## src/rtl/pc_gen.sv

```systemverilog
`default_nettype none
// ============================================================================
// Module  : pc_gen
// Brief   : Fetch-stage program-counter generator with flush/branch redirect,
//           sequential increment and a held (pending) branch redirect.
// Revision: 1.0 - initial release
// ============================================================================
module pc_gen #(
   parameter int unsigned        ADDR_W       = 32,
   parameter logic [ADDR_W-1:0]  RESET_VECTOR = '0,
   parameter int unsigned        INST_BYTES   = 4,
   parameter int unsigned        STALL_W      = 6
) (
   input  logic               clk,
   input  logic               rst,
   input  logic [STALL_W-1:0] stall,
   input  logic               flush_i,
   input  logic [ADDR_W-1:0]  flush_pc_i,
   input  logic               branch_flag_i,
   input  logic [ADDR_W-1:0]  branch_target_i,
   input  logic               imem_ready_i,
   output logic [ADDR_W-1:0]  pc_o,
   output logic               ce_o,
   output logic               pc_valid_o,
   output logic               redirect_pending_o,
   output logic               misalign_o
);

   localparam logic [ADDR_W-1:0] c_low_mask = ADDR_W'(INST_BYTES - 1);
   localparam logic [ADDR_W-1:0] c_inc      = ADDR_W'(INST_BYTES);

   logic              ce_q,       ce_d;
   logic [ADDR_W-1:0] pc_q,       pc_d;
   logic              pend_q,     pend_d;
   logic [ADDR_W-1:0] pend_tgt_q, pend_tgt_d;
   logic              misalign_q, misalign_d;

   logic              w_adv;
   logic              w_load;
   logic [ADDR_W-1:0] w_load_tgt;

   // Only stall[0] gates fetch; the upper stall bits belong to later stages.
   logic unused_stall;
   assign unused_stall = ^stall;

   assign w_adv = ce_q & ~stall[0] & imem_ready_i;

   always_comb begin
      ce_d       = ce_q;
      pc_d       = pc_q;
      pend_d     = pend_q;
      pend_tgt_d = pend_tgt_q;
      misalign_d = 1'b0;
      w_load     = 1'b0;
      w_load_tgt = '0;

      if (!ce_q) begin
         ce_d = 1'b1;
      end else if (flush_i) begin
         w_load     = 1'b1;
         w_load_tgt = flush_pc_i;
      end else if (w_adv && branch_flag_i) begin
         w_load     = 1'b1;
         w_load_tgt = branch_target_i;
      end else if (w_adv && pend_q) begin
         w_load     = 1'b1;
         w_load_tgt = pend_tgt_q;
      end else if (w_adv) begin
         pc_d = pc_q + c_inc;
      end else if (branch_flag_i) begin
         // Raw target is kept so a misaligned branch still pulses when applied.
         pend_d     = 1'b1;
         pend_tgt_d = branch_target_i;
      end

      if (w_load) begin
         pc_d       = w_load_tgt & ~c_low_mask;
         misalign_d = |(w_load_tgt & c_low_mask);
         pend_d     = 1'b0;
      end
   end

   always_ff @(posedge clk) begin
      if (rst) begin
         ce_q       <= 1'b0;
         pc_q       <= RESET_VECTOR;
         pend_q     <= 1'b0;
         pend_tgt_q <= '0;
         misalign_q <= 1'b0;
      end else begin
         ce_q       <= ce_d;
         pc_q       <= pc_d;
         pend_q     <= pend_d;
         pend_tgt_q <= pend_tgt_d;
         misalign_q <= misalign_d;
      end
   end

   assign pc_o               = pc_q;
   assign ce_o               = ce_q;
   assign redirect_pending_o = pend_q;
   assign pc_valid_o         = ce_q & ~pend_q;
   assign misalign_o         = misalign_q;

endmodule
`default_nettype wire

```

## config.mk

```make
export PLATFORM = sky130hd
export DESIGN_NAME = pc_gen
export DESIGN_NICKNAME = d
export VERILOG_FILES = /design/src/rtl/pc_gen.sv
export SDC_FILE = /design/constraint.sdc
export NUM_CORES = 1
export LEC_CHECK = 0
export BUFFER_PORTS_ARGS = -buffer_cell sky130_fd_sc_hd__buf_2
export CORE_MARGIN = 5
export CORE_UTILIZATION = 52
export DETAILED_ROUTE_END_ITERATION = 12
export GPL_TIMING_DRIVEN = 0
export PLACE_DENSITY = 0.87
export RECOVER_POWER = 100
export SLEW_MARGIN = 20
export SYNTH_ARGS = -nofsm -noshare
export SYNTH_HDL_FRONTEND = slang
export SYNTH_SLANG_ARGS = --single-unit
```

## constraint.sdc

```tcl
create_clock -name clk -period 1.9 [get_ports clk]
set_input_delay 0.095 -clock clk [delete_from_list [all_inputs] [get_ports clk]]
set_output_delay 0.095 -clock clk [all_outputs]
set_load 0.02 [all_outputs]
```

Yosys cells after proc, flatten, opt, wreduce, memory -nomap -nowiden
Cells that the tools add are included. W data, S select, Z words.

Input bits: 75. Word-level logic and storage cells: 45. Register bits: 67. Output and inout bits: 36.

Bitwise logic cells: 10. Equality and inequality tests: 3. Add/subtract/negate cells: 1. Mux-type cells: 15. Reduce and logical (&&, ||, !) cells: 10.

Operator list (count): $mux W32 (10); $add A32 B3 Y32 const B (1); $reduce_and A5 Y1 (2); $not A1 Y1 (7); $reduce_and A6 Y1 (1); $reduce_or A2 Y1 (3); $mux W1 (5); $ne A2 B2 Y1 const B (2); $reduce_bool A2 Y1 (2); $and A1 B1 Y1 (3); $logic_and A1 B1 Y1 (2); $ne A2 B1 Y1 const B (1).

Logic depth before layout (Yosys ltp)
Depth in word-level cells: 10. Gate-level depth with buffers: 7. Mapped depth without buffers: 6.

Least setup slack after synthesis
Ideal clock, no wire load.

Path type: reg2reg. Start: register pc_q[2] (netlist: pc_o[2]). End: register pc_q[18] (netlist: pc_o[18]). Data required time: 1.778 ns. Path slack: 0.016 ns. Period minus slack after synthesis: 1.884 ns. Buffers on the path: 0. Data arrival time: 1.762 ns. Setup time: 0.122 ns. Stages on the path, launching flop included: 7. Path through: dfxtp_1 ha_1 nand3_1 or4_4 nor3_2 xnor2_1 o21ai_2.

Cells in the longest elaborated chain, start to end: 7.

RTL lines: start: declaration (RTL line 33) `logic [ADDR_W-1:0] pc_q, pc_d;`; start signal: assignment (RTL line 92) `pc_q <= pc_d;`; $add A32 B3 Y32 (RTL line 69) `pc_d = pc_q + c_inc;`; $mux W32 (RTL line 68) `end else if (w_adv) begin`; $mux W32 (RTL line 65) `end else if (w_adv && pend_q) begin`; $mux W32 (RTL line 62) `end else if (w_adv && branch_flag_i) begin`; $mux W32 (RTL line 59) `end else if (flush_i) begin`; $mux W32 (RTL line 57) `if (!ce_q) begin`; $mux W32 (RTL line 76) `if (w_load) begin`.

No other way between the ends. The select of a mux whose other input is x is not followed. A chain may end at the register's enable or synchronous reset.

Final worst setup path
Start: register pc_q[15] (netlist: pc_o[15]). End: register pc_q[19] (netlist: pc_o[19]).

Same word-level chain as after synthesis.

==> run_results.csv <==
group,metric,value,unit
status,status,"finished, violations left",
status,violations,"hold timing",
power_and_ir_drop,pwr-share-clk,0.387,
power_and_ir_drop,seqPwrFrac,0.451,
floorplanning,fp.dieW,92.9,um
logic_synthesis,ys_ff_latch,65,
sta,fin_setup_tns,0,ns
power_and_ir_drop,power_density,735,nW/um^2
cells_and_area,post-route-util,0.673,
placed_design,place_area,4200,sq um
logic_synthesis,synth_edf_count,0,
grt,grt_max_degree,12,
sta,setup_slack,0.0502,ns
routing,drt_iter0_drc,565,
grt,antenna_found_initial,0,
grt,grt_pass1_wl,19.4,mm
routing,wl,12.9,mm
clock_network,cts_tree,"built",
worst_setup_path,cp_data_arrival_time,2.11,ns
sta,worst_slew_pin_slew,0.627,ns
sta,hold_viol_final,1,
floorplanning,dieArea,8640,sq um
floorplanning,dieHeight,92.9,um
logic_synthesis,yosys.cell_types.count,58,
placed_design,place_ws,-0.114,ns
logic_synthesis,ys.flop_type,"dfxtp_1",
cells_and_area,area_growth_syn_to_layout,27.1,%
sta,hold_slack,-0.000487,ns
sta,setup_viol,0,
clock_network,path_clk_slew,0.08,ns
clock_network,cts_buffers,9,
sta,clock_skew,0.00696,ns
clock_network,clock-sinks,65,
logic_synthesis,synth_seq_area_share,0.364,
logic_synthesis,synthCells,446,
power_and_ir_drop,combPwrFrac,0.162,
logic_synthesis,yosys_warnings,0,
floorplanning,ios,111,
routing,vias_per_cell,6.48,
power_and_ir_drop,p_int,2360,uW
floorplanning,initial_core_util,0.529,
worst_setup_path,cpMostUsedCell,"nand4_1",
placed_design,dp.cells,630,
worst_setup_path,cp-end-kind,"flip-flop",
floorplanning,num_rows,30,
grt,grt_usage,0.288,
worst_setup_path,cpMaxStageDelayCell,"nor4_2",
placed_design,hpwl,9.41,mm
power_and_ir_drop,power_switching,981,uW
cells_and_area,nets,646,
grt,grt_remaining_overflow,0,
job,maxCapViolations,0,
worst_setup_path,crit_path_max_incr_delay,0.46,ns
cells_and_area,drive_gt1_frac,0.249,
routing,first_pass_iters,5,
clock_network,worstSkewPairLatency,0.35,ns
cells_and_area,diodes,0,
sta,period_needed,1.85,ns
routing,drcViolationCount,0,
placed_design,numPortBuffers,103,
clock_network,cts_root_buffer,"clkbuf_8",
power_and_ir_drop,swShare,0.293,
logic_synthesis,async_flop_share,0,
power_and_ir_drop,ir_drop,0.000512,V
cells_and_area,final_common_cell,"nand2_1",
placed_design,gp_congestion,0.942,
routing,vias,4247,
sta,finalMaxSlewViolations,0,
floorplanning,fp.coreArea,6760,sq um
cells_and_area,final_area,4550,sq um
worst_setup_path,cp_data_required_time,2.16,ns
clock_network,htreeDepth,3,
logic_synthesis,syn-cell-area,3580,sq um
logic_synthesis,syn_area_per_cell,8.02,sq um
grt,grt_pass1_vias,3846,
worst_setup_path,crit_chain,"nand4_1 -> nor4_2 -> nand4_1 -> xor2_1 -> a211oi_1",
sta,relSlewSlack,0.582,
power_and_ir_drop,p_leak,0.00167,uW
cells_and_area,stdcell_count,655,
routing,routedWlPerCell,19.7,um
cells_and_area,final_cell_mix,"nand2_1 (84), buf_2 (81), dfxtp_1 (56)",
clock_network,clock_path_buffers,2,
worst_setup_path,critPathKind,"flip-flop to flip-flop",
worst_hold_path,worstHoldPathType,"input pin to flip-flop",
sta,period_share,0.974,
sta,fmax,541,MHz
worst_setup_path,cp_max_fo,5,
worst_setup_path,cp-start-kind,"flip-flop",
routing,ant_nets,0,
worst max-delay path, delay by kind of cell, from the launching register on:
family | cells | cell delay, ns
and+or+nand+nor | 3 | 0.94
DFF | 1 | 0.44
AOI/OAI and AO/OA | 1 | 0.21
xor gates and xnor gates | 1 | 0.18
power by group through the flow:
stage,sequential [uW],clock [uW],combinational [uW]
after floorplan,1570,0,240
after global placement,1520,0,502
after detailed placement,1530,0,512
after CTS,1500,1290,523
after global routing,1520,1360,574
final,1510,1300,541
final cells by class:
cell class,count,area [sq um]
fill,543,2210
tap,80,100
multi-input combinational,343,2190
sequential,65,1310
clock inverter,6,82.6
clock buffer,10,128
inverter,3,11.3
buffer,36,166
timing repair buffer,112,559
cells in the mapped netlist, types with 4 or more instances:
cell,number,area share
a21boi_0,4,0.0084
nand2b_1,4,0.0070
buf_2,7,0.0098
a221o_1,17,0.048
xnor2_1,4,0.0098
and3_1,4,0.0070
nor4_1,5,0.0087
a221oi_1,12,0.029
clkbuf_1,25,0.026
a211oi_1,6,0.013
o22ai_1,8,0.014
or3_1,5,0.0087
nor2b_1,4,0.0070
xor2_1,8,0.020
o21ai_0,15,0.021
a21oi_1,43,0.060
nor2_1,16,0.017
a31oi_1,10,0.017
nand4_1,12,0.021
nand2_1,85,0.089
a32oi_1,8,0.020
dfxtp_1,65,0.36
nand3_1,12,0.017
and2_1,5,0.0087
o211ai_1,8,0.017
state kept, by name, summed over array words and instances, names as in the netlist:
name	flops
ce_o	1
misalign_o	1
pc_o	30
pend_tgt_q	32
redirect_pending_o	1
cell families after synthesis:
logic type / synth area share
xor+xnor: 0.0294
simple gates: 0.261
mux: 0.00839
buf+inv: 0.0469
flops: 0.364
fa+ha+maj: 0.00350
compound gates: 0.286
other cells: 0.00105
repair_timing:
action                                  4_1_cts  5_1_grt
endpoints found under the setup margin       32       59
hold endpoints to repair                      5        0
gates resized for setup                       8       32
cloned                                        0        0
hold buffers                                  5        0
pin swaps                                     0        8
setup buffers                                 0        4
per-layer routing:
metal  wire length (um)  vias to the layer above  GRT usage
li1                   -                     1934          -
met1               4930                     1959      0.367
met2               6160                      319      0.474
met3               1500                       35     0.0682
met4                289                        0      0.105
met5                  0                        -          0
path summary, 6_finish.rpt:
check	slack, ns	depth (start not counted)	startpoint	to
hold reg to reg	0.46	2	pend_tgt_q[29]$_SDFFE_PP0P_	pend_tgt_q[29]$_SDFFE_PP0P_
hold / removal	-0.0005	3	branch_target_i[31]	pend_tgt_q[31]$_SDFFE_PP0P_
setup reg to reg	0.05	5	pc_o[15]$_SDFFE_PP0P_	pc_o[19]$_SDFFE_PP0P_
setup / recovery	0.05	5	pc_o[15]$_SDFFE_PP0P_	pc_o[19]$_SDFFE_PP0P_
metrics by stage:
stage               total power, uW  hold slack, ns
finish                         3340       -0.000487
global placement               2030           0.350
floorplan                      1810           0.222
global route                   3460         0.00104
CTS                            3310        0.000270
detailed placement             2040           0.357
Note: power is estimated with default switching activity, not from simulation.
